$ cat config.mk
export PLATFORM = sky130hd
export DESIGN_NAME = data_mem_responder
export DESIGN_NICKNAME = d
export VERILOG_FILES = /design/src/rtl/dmem_pkg.sv /design/src/rtl/dmem_lane_align.sv /design/src/rtl/data_mem_responder.sv
export SDC_FILE = /design/constraint.sdc
export NUM_CORES = 1
export LEC_CHECK = 0
export CORE_ASPECT_RATIO = 0.6
export CORE_MARGIN = 5
export CORE_UTILIZATION = 39
export CTS_CLUSTER_SIZE = 10
export DETAILED_ROUTE_END_ITERATION = 16
export GPL_TIMING_DRIVEN = 0
export SLEW_MARGIN = 20
export SYNTH_ARGS = -nofsm -noshare
export SYNTH_HDL_FRONTEND = slang
export SYNTH_HIERARCHICAL = 1
export SYNTH_SLANG_ARGS = --single-unit
export TNS_END_PERCENT = 1
$ cat constraint.sdc
create_clock -name CLK -period 8.8 [get_ports CLK]
set_input_delay 0.88 -clock CLK [delete_from_list [all_inputs] [get_ports CLK]]
set_output_delay 0.88 -clock CLK [all_outputs]
set_load 0.03 [all_outputs]
$ cat src/rtl/dmem_pkg.sv
// Shared encodings for the data-memory responder: access sizes, FSM states, counter width.
package dmem_pkg;

    localparam logic [1:0] SIZE_BYTE = 2'b00;
    localparam logic [1:0] SIZE_HALF = 2'b01;
    localparam logic [1:0] SIZE_WORD = 2'b10;

    typedef logic [1:0] state_t;
    localparam state_t IDLE = 2'd0;
    localparam state_t WAIT = 2'd1;
    localparam state_t RESP = 2'd2;

    localparam int CNT_W = 4;

endpackage

$ cat src/rtl/dmem_lane_align.sv
// Byte-lane steering for the responder: load extraction/extension, store byte enables, alignment flag.
// Alignment/size checking is present only when DMEM_MISALIGN_CHECK_EN is defined.
module dmem_lane_align
    import dmem_pkg::*;
(
    input  logic [1:0]  size_i,
    input  logic [1:0]  addr_lo_i,
    input  logic        sign_ext_i,
    input  logic [31:0] rd_word_i,
    input  logic [31:0] wdata_i,
    output logic [31:0] ld_data_o,
    output logic [3:0]  byte_en_o,
    output logic [31:0] wr_word_o,
    output logic        misalign_o
);

    // Lane k of rd_word_i/wr_word_o always maps to byte address addr+k.
    always_comb begin
        misalign_o = 1'b0;
`ifdef DMEM_MISALIGN_CHECK_EN
        case (size_i)
            SIZE_BYTE: misalign_o = 1'b0;
            SIZE_HALF: misalign_o = addr_lo_i[0];
            SIZE_WORD: misalign_o = |addr_lo_i;
            default:   misalign_o = 1'b1;
        endcase
`endif
        case (size_i)
            SIZE_BYTE: begin
                byte_en_o = 4'b0001;
                ld_data_o = {{24{sign_ext_i & rd_word_i[7]}}, rd_word_i[7:0]};
            end
            SIZE_HALF: begin
                byte_en_o = 4'b0011;
                ld_data_o = {{16{sign_ext_i & rd_word_i[15]}}, rd_word_i[15:0]};
            end
            default: begin
                byte_en_o = 4'b1111;
                ld_data_o = rd_word_i;
            end
        endcase
        if (misalign_o) begin
            byte_en_o = '0;
            ld_data_o = '0;
        end
        for (int unsigned k = 0; k < 4; k++) begin
            wr_word_o[8*k +: 8] = byte_en_o[k] ? wdata_i[8*k +: 8] : 8'h00;
        end
    end

`ifndef DMEM_MISALIGN_CHECK_EN
    logic unused_addr_lo;
    assign unused_addr_lo = ^addr_lo_i;
`endif

endmodule

$ cat src/rtl/data_mem_responder.sv
// Handshaked fixed-latency data-memory responder over little-endian byte storage.
// Define DMEM_MISALIGN_CHECK_EN to enable alignment/size error detection.
module data_mem_responder
    import dmem_pkg::*;
#(
    parameter int DATA_WIDTH    = 32,
    parameter int ADDRESS_WIDTH = 4,
    parameter int LATENCY       = 2
) (
    input  logic                     CLK,
    input  logic                     rst,
    input  logic                     req_valid,
    output logic                     req_ready,
    input  logic                     req_we,
    input  logic [ADDRESS_WIDTH-1:0] req_addr,
    input  logic [1:0]               req_size,
    input  logic                     req_sign_ext,
    input  logic [DATA_WIDTH-1:0]    req_wdata,
    output logic                     rsp_valid,
    input  logic                     rsp_ready,
    output logic [DATA_WIDTH-1:0]    rsp_rdata,
    output logic                     rsp_err
);

    localparam int unsigned DEPTH = 1 << ADDRESS_WIDTH;
    localparam logic [CNT_W-1:0] CNT_INIT = CNT_W'(LATENCY - 1);

    state_t                   state_q, state_d;
    logic [CNT_W-1:0]         cnt_q, cnt_d;
    logic                     we_q;
    logic [ADDRESS_WIDTH-1:0] addr_q;
    logic [1:0]               size_q;
    logic                     sext_q;
    logic [DATA_WIDTH-1:0]    wdata_q;
    logic [DATA_WIDTH-1:0]    rdata_q;
    logic                     err_q;
    logic [7:0]               mem_q [DEPTH];

    logic [ADDRESS_WIDTH-1:0] lane_addr [4];
    logic [31:0]              rd_word, ld_data, wr_word;
    logic [3:0]               byte_en;
    logic                     misalign;
    logic                     execute;

    assign req_ready = (state_q == IDLE);
    assign rsp_valid = (state_q == RESP);
    assign rsp_rdata = rdata_q;
    assign rsp_err   = err_q;

    always_comb begin
        for (int unsigned k = 0; k < 4; k++) begin
            lane_addr[k]       = addr_q + ADDRESS_WIDTH'(k);
            rd_word[8*k +: 8]  = mem_q[lane_addr[k]];
        end
    end

    dmem_lane_align u_align (
        .size_i     (size_q),
        .addr_lo_i  (addr_q[1:0]),
        .sign_ext_i (sext_q),
        .rd_word_i  (rd_word),
        .wdata_i    (wdata_q),
        .ld_data_o  (ld_data),
        .byte_en_o  (byte_en),
        .wr_word_o  (wr_word),
        .misalign_o (misalign)
    );

    // Every accept passes through WAIT; reaching zero there lands RESP exactly LATENCY edges after accept.
    always_comb begin
        state_d = state_q;
        cnt_d   = cnt_q;
        execute = 1'b0;
        case (state_q)
            IDLE: if (req_valid) begin
                state_d = WAIT;
                cnt_d   = CNT_INIT;
            end
            WAIT: if (cnt_q == '0) begin
                state_d = RESP;
                execute = 1'b1;
            end else begin
                cnt_d = cnt_q - 1'b1;
            end
            RESP: if (rsp_ready) state_d = IDLE;
            default: state_d = IDLE;
        endcase
    end

    always_ff @(posedge CLK or posedge rst) begin
        if (rst) begin
            state_q <= IDLE;
            cnt_q   <= '0;
            we_q    <= 1'b0;
            addr_q  <= '0;
            size_q  <= '0;
            sext_q  <= 1'b0;
            wdata_q <= '0;
            rdata_q <= '0;
            err_q   <= 1'b0;
            for (int unsigned i = 0; i < DEPTH; i++) mem_q[i] <= '0;
        end else begin
            state_q <= state_d;
            cnt_q   <= cnt_d;
            if (req_valid && req_ready) begin
                we_q    <= req_we;
                addr_q  <= req_addr;
                size_q  <= req_size;
                sext_q  <= req_sign_ext;
                wdata_q <= req_wdata;
            end
            if (execute) begin
                err_q   <= misalign;
                rdata_q <= we_q ? '0 : ld_data;
                if (we_q) begin
                    for (int unsigned k = 0; k < 4; k++) begin
                        if (byte_en[k]) mem_q[lane_addr[k]] <= wr_word[8*k +: 8];
                    end
                end
            end
        end
    end

endmodule

==> flow_metrics.env, run 1 <==
export IMPL_run_status="completed"
export IMPL_dp_hpwl_mm=78.82
export IMPL_ys_warn_count=6
export IMPL_fin_nets=2107
export IMPL_worst_pin_slew_ns=1.279
export IMPL_synth_edf_count=0
export IMPL_grt_use_met2_pct=50.50
export IMPL_crit_end="rsp_rdata[18]$_DFFE_PP0P_"
export IMPL_ys_seq_area_share_pct=29.04
export IMPL_core_area_sq_mm=0.04504
export IMPL_firstDrtPassIters=6
export IMPL_syn_to_final_growth_pct=13.12
export IMPL_cts_setup_buffers=0
export IMPL_relSlewSlack_pct=14.72
export IMPL_synth_fp_nets=1999
export IMPL_ys_ff_latch=207
export IMPL_ctsLongestPathBuffers=3
export IMPL_hold_class="reg -> reg"
export IMPL_max_cap_violations=0
export IMPL_grt_total_usage_pct=40.44
export IMPL_ctsRootBufferMaster="clkbuf_16"
export IMPL_fill_cells=4403
export IMPL_placementRows=60
export IMPL_max_freq_ghz=0.1535
export IMPL_met3_usage_pct=23.36
export IMPL_num_vias=19190
export IMPL_cts_tree="yes"
export IMPL_drive_gt1_share_pct=17.13
export IMPL_place_inst=2617
export IMPL_grt_start_max_net_pins=77
export IMPL_r2r_cells=14
export IMPL_startpoint="addr_q[1]$_DFFE_PP0P_"
export IMPL_syn_mean_instance_area_sq_um=9.156
export IMPL_die_area_sq_mm=0.05025
export IMPL_first_iter_violations=3407
export IMPL_synth_flop_cell="dfrtp_1"
export IMPL_synthesis_area_sq_mm=0.01784
export IMPL_finalHoldViolations=0
export IMPL_crit_path_start_kind="register"
export IMPL_clk_pin_slew_ns=0.07
export IMPL_first_global_vias=17790
export IMPL_grt_pass1_wl_mm=143.9
export IMPL_wl_per_cell_microns=39.32
export IMPL_overflow=0
export IMPL_worstReg2RegEnd="rsp_rdata[18]$_DFFE_PP0P_"
export IMPL_synth_cells=1948
export IMPL_fin_crit_sh_pct=74.04
export IMPL_die_w_microns=286.1
export IMPL_initial_core_util_pct=39.60
export IMPL_crit_type="reg -> reg"
export IMPL_endpoint_kind="register"
export IMPL_fin_crit_ns=6.515
export IMPL_reg2reg_setup_slack_ns=2.28
export IMPL_hp_start="rsp_rdata[1]$_DFFE_PP0P_"
export IMPL_rsz0062_at_grt="no"
export IMPL_die_h_microns=175.7
export IMPL_slew_viol_final=0
export IMPL_port_buffers=78
export IMPL_gp_congestion=1.066
export IMPL_finClkSkew_ns=0.03237
export IMPL_antenna_found_initial=4
export IMPL_reg2reg_from="addr_q[1]$_DFFE_PP0P_"
export IMPL_io_pins=79
export IMPL_async_flop_share_pct=100.0
export IMPL_grt_busiest_layer="met1"
export IMPL_arrival_ns=6.96
export IMPL_viasPerCell=7.225
export IMPL_ys_types=76
export IMPL_cts_resized=0
export IMPL_cts_sinks=207
export IMPL_crit_path_max_fanout=10
export IMPL_insertion_delay_ns=0.60
export IMPL_finalSetupViolCount=0
export IMPL_h_tree_depth=1
export IMPL_cp_required_ns=9.24
export IMPL_ctsHoldBuffers=0
export IMPL_cts_buffers=26
export IMPL_grt_util_met1_pct=57.71
export IMPL_wl_mm=104.4
export IMPL_drc_errors=0
export IMPL_ant_nets=0
export IMPL_fin_cells=2656
-- worst min path at each step --
stage,endpoint,slack (ns),depth (start not counted)
floorplan,wdata_q[10]$_DFFE_PP0P_,0.47,1
global placement,rsp_rdata[13]$_DFFE_PP0P_,0.47,2
detailed placement,rsp_rdata[29]$_DFFE_PP0P_,0.47,2
CTS,rsp_rdata[14]$_DFFE_PP0P_,0.48,2
global route,wdata_q[4]$_DFFE_PP0P_,0.52,1
finish,rsp_rdata[1]$_DFFE_PP0P_,0.48,2
-- flip-flops by register name, indices dropped and copies added, names as in the netlist, 2 cells and up --
register / flops
cnt_q: 4
rsp_rdata: 32
state_q: 2
size_q: 2
addr_q: 4
wdata_q: 32
mem_q: 128
-- kinds of logic (layout without fill, tap and decap cells) --
logic type                 count (synthesis)  count (layout)  share of synthesized area, %
muxes                                    291             291                         25.68
adders and majority gates                  7               7                        0.4910
xor gates and xnor gates                   9               9                        0.7997
buffers and inverters                    224             342                         5.949
DFF                                      207             207                         29.04
AOI/OAI and AO/OA                        533             533                         19.94
and+or+nand+nor                          675             675                         18.06
other                                      2               3                       0.04211
-- cell usage in the layout, fill, tap and decap left out, drive strengths merged, types with 30 or more instances in the layout --
cell type,instances
nand2,351
dfrtp,207
clkbuf,135
o21ai,127
mux4,126
buf,117
mux2i,92
a31oi,90
o22ai,87
o211ai,80
clkdlybuf4s50,78
mux2,73
nor2,59
nand3,54
nand2b,36
a21oi,35
a221oi,33
and2,31
or3,30
-- synth_stat cells (all sizes together) (8+ instances only) --
| cell type | number | area [sq um] |
|---|---|---|
| nand2 | 351 | 1318 |
| buf | 115 | 650.6 |
| a21oi | 35 | 186.4 |
| nand3 | 54 | 270.3 |
| mux4 | 126 | 2838 |
| nand4 | 18 | 118.9 |
| a31oi | 90 | 563.0 |
| dfrtp | 207 | 5180 |
| nand2b | 36 | 225.2 |
| nor2 | 59 | 224.0 |
| o22ai | 87 | 544.3 |
| nor3 | 29 | 155.2 |
| o311a | 8 | 80.08 |
| and3 | 13 | 81.33 |
| inv | 8 | 30.03 |
| mux2 | 73 | 822.0 |
| o21ai | 127 | 635.6 |
| o21a | 14 | 105.1 |
| and2 | 31 | 193.9 |
| nand4b | 8 | 76.32 |
| mux2i | 92 | 920.9 |
| a221oi | 33 | 289.0 |
| a21o | 9 | 67.56 |
| o32ai | 12 | 105.1 |
| nor2b | 16 | 100.1 |
| o211ai | 80 | 600.6 |
| or3 | 30 | 187.7 |
| clkbuf | 101 | 380.4 |
-- layout make-up --
class	instances	area [sq um]	share of cell area [%]
Multi-Input combinational cell	1517	11590	57.47
Sequential cell	207	5180	25.67
Clock inverter	4	33.78	0.1674
Tap cell	589	737.0	3.653
Antenna cell	1	2.502	0.01240
Clock buffer	34	720.7	3.572
Buffer	216	1033	5.122
Timing Repair Buffer	80	835.8	4.143
Inverter	8	37.54	0.1860
-- worst max-delay path, stage by stage, from the launching register on --
cell      delay, ns
dfrtp_1        0.48
clkbuf_1       0.71
clkbuf_1       0.85
inv_1          0.33
ha_1           0.38
buf_2          0.35
buf_2          0.42
clkbuf_1       0.57
clkbuf_1       0.63
a32oi_1        0.31
mux2i_1        0.61
clkbuf_1       0.37
o21ai_0        0.16
nand2b_1       0.10
o21ai_0        0.08
-- per-stage QoR --
stage                     cell area [sq um]  util [%]  hold slack, ns  setup slack [ns]  TNS [ns]
final                                 20180     44.79          0.4762             2.285         0
after floorplan                       17840         -          0.4721             2.268         0
after detailed placement              19420     43.11          0.4705             2.631         0
after global placement                19350     42.97          0.4661            -1.253   -248.20
after global routing                  20170     44.79          0.5168             2.232         0
after CTS                             20170     44.78          0.4835             2.601         0
-- layer usage --
layer  vias to the layer above  wire (microns)  part of all wire, %
met4                         0            4378                  4.2
li1                       7645               -                    -
met2                      1701           37610                   36
met5                         -               0                    0
met3                       261           19340                   19
met1                      9583           43100                   41
Power of run 1 is not shown: default switching activity piles up to over one toggle a cycle in this logic, so the estimate is an artifact.
==> run 2: changes to the inputs <==
- clock period: 8.8 -> 6.5 ns (I/O delays scaled with it)
==> run 2 against run 1 <==
Setup slack worse by 1.8 ns. Sequential share of layout area hardly changed. Sequential cell count stayed put. Global-route usage stayed put. Largest cell class unchanged. Critical endpoint unchanged. Register-to-register slack got worse by 1.8 ns. Routed wire length is essentially flat. Critical path type unchanged. Utilization about the same. Via count unchanged. Final cell count about the same.
==> flow_metrics.env, run 2 (synthesis gave the netlist of run 1 again) <==
export IMPL_run_status="completed"
export IMPL_hold_class="reg -> reg"
export IMPL_whs_endpoint="rsp_rdata[1]$_DFFE_PP0P_"
export IMPL_reg2reg_from="addr_q[1]$_DFFE_PP0P_"
export IMPL_ant_nets=0
export IMPL_endpoint_kind="register"
export IMPL_die_area_sq_mm=0.05025
export IMPL_grt_start_max_net_pins=77
export IMPL_initial_core_util_pct=39.60
export IMPL_arrival_ns=6.49
export IMPL_clk_pin_slew_ns=0.07
export IMPL_top_register="mem_q"
export IMPL_crit_path_max_fanout=10
export IMPL_hold_path_depth=2
export IMPL_cts_sinks=207
export IMPL_max_cap_violations=0
export IMPL_largest_reg_flops=128
export IMPL_finalSetupViolCount=0
export IMPL_grt_pass1_wl_mm=143.9
export IMPL_h_tree_depth=1
export IMPL_cp_required_ns=6.94
export IMPL_crit_type="reg -> reg"
export IMPL_viasPerCell=7.222
export IMPL_die_h_microns=175.7
export IMPL_rsz0062_at_grt="no"
export IMPL_ctsLongestPathBuffers=3
export IMPL_wl_mm=104.4
export IMPL_finish_utilization_pct=44.80
export IMPL_fin_crit_ns=6.045
export IMPL_cpPeakStageDelay_ns=0.71
export IMPL_first_global_vias=17790
export IMPL_final_cell_mix="nand2_1, dfrtp_1, mux4_2, o21ai_0, clkbuf_1"
export IMPL_finClkSkew_ns=0.03460
export IMPL_gp_congestion=1.066
export IMPL_slew_viol_final=0
export IMPL_first_iter_violations=3407
export IMPL_io_pins=79
export IMPL_syn_to_final_growth_pct=13.14
export IMPL_port_buffers=78
export IMPL_worstReg2RegEnd="rsp_rdata[18]$_DFFE_PP0P_"
export IMPL_cts_tree="yes"
export IMPL_ctsRootBufferMaster="clkbuf_16"
export IMPL_crit_chain="clkbuf_1 > clkbuf_2 > inv_1 > ha_1 > buf_2 > buf_2 > clkbuf_1 > clkbuf_1 > a32oi_1 > mux2i_1 > clkbuf_1 > o21ai_0 > nand2b_1 > o21ai_0"
export IMPL_core_area_sq_mm=0.04504
export IMPL_firstDrtPassIters=8
export IMPL_num_vias=19190
export IMPL_crit_slowest_cell="clkbuf_1"
export IMPL_antenna_found_initial=4
export IMPL_overflow=0
export IMPL_dp_hpwl_mm=78.82
export IMPL_crit_path_start_kind="register"
export IMPL_cts_buffers=26
export IMPL_final_common_cell="nand2_1"
export IMPL_relSlewSlack_pct=14.49
export IMPL_die_w_microns=286.1
export IMPL_wl_per_cell_microns=39.30
export IMPL_finalHoldViolations=0
export IMPL_drc_errors=0
export IMPL_ctsHoldBuffers=0
export IMPL_max_freq_ghz=0.1654
export IMPL_reg2reg_setup_slack_ns=0.46
export IMPL_r2r_cells=14
export IMPL_fin_crit_sh_pct=93.00
export IMPL_placementRows=60
export IMPL_insertion_delay_ns=0.60
export IMPL_crit_top_cell="clkbuf_1"
export IMPL_hp_start="rsp_rdata[1]$_DFFE_PP0P_"
export IMPL_worst_pin_slew_ns=1.283
export IMPL_grt_total_usage_pct=40.44
export IMPL_drive_gt1_share_pct=17.18
export IMPL_fin_nets=2107
-- run 2: what timing repair did --
item	4_1_cts	5_1_grt
resized for setup	0	3
setup endpoints to repair	0	8
buffers inserted	0	0
-- run 2: critical path: cells and delay by family (launching register included) --
| family | cells | cell delay [ns] |
|---|---|---|
| DFF | 1 | 0.49 |
| AOI/OAI and AO/OA | 3 | 0.55 |
| buffers and inverters | 8 | 3.84 |
| muxes | 1 | 0.58 |
| and+or+nand+nor | 1 | 0.10 |
| adders and majority gates | 1 | 0.33 |
-- run 2: area by class of cell --
type | count | area (sq um)
inverters | 8 | 37.54
clock buffers | 34 | 720.7
plain buffers | 216 | 1035
fillers | 4402 | 24860
well taps | 589 | 737.0
repair buffers | 80 | 835.8
diodes | 2 | 5.005
flip-flops and latches | 207 | 5180
clock inverters | 4 | 33.78
multi-input cells | 1517 | 11590
-- run 2: per-layer routing --
metal	up-vias	global-route usage, %	share of wire [%]
met3	267	23.36	19
met5	-	0	0
li1	7638	-	-
met2	1674	50.50	36
met4	0	12.69	4.2
met1	9611	57.71	41
-- run 2: worst max path at each step --
stage | slack (ns) | cells after the start | end | startpoint
global placement | -3.32 | 2 | cnt_q[0]$_DFFE_PP0P_ | rst
global route | 0.34 | 14 | rsp_rdata[21]$_DFFE_PP0P_ | addr_q[1]$_DFFE_PP0P_
detailed placement | 0.33 | 14 | rsp_rdata[18]$_DFFE_PP0P_ | addr_q[1]$_DFFE_PP0P_
CTS | 0.30 | 14 | rsp_rdata[18]$_DFFE_PP0P_ | addr_q[1]$_DFFE_PP0P_
floorplan | 0.20 | 1 | addr_q[0]$_DFFE_PP0P_ | rst
finish | 0.46 | 14 | rsp_rdata[18]$_DFFE_PP0P_ | addr_q[1]$_DFFE_PP0P_
-- run 2: stage by stage --
step                setup slack, ns  cell area, sq um  setup TNS (ns)  hold WS (ns)  instances
global route                 0.3439             20170               0        0.5168       2655
CTS                          0.3012             20170               0        0.4835       2655
finish                       0.4553             20180               0        0.4762       2657
floorplan                    0.1975             17840               0        0.4721       1948
global placement             -3.323             19350         -676.69        0.4661       2615
detailed placement           0.3307             19420               0        0.4705       2617
Power of run 2 is left out for the same reason.
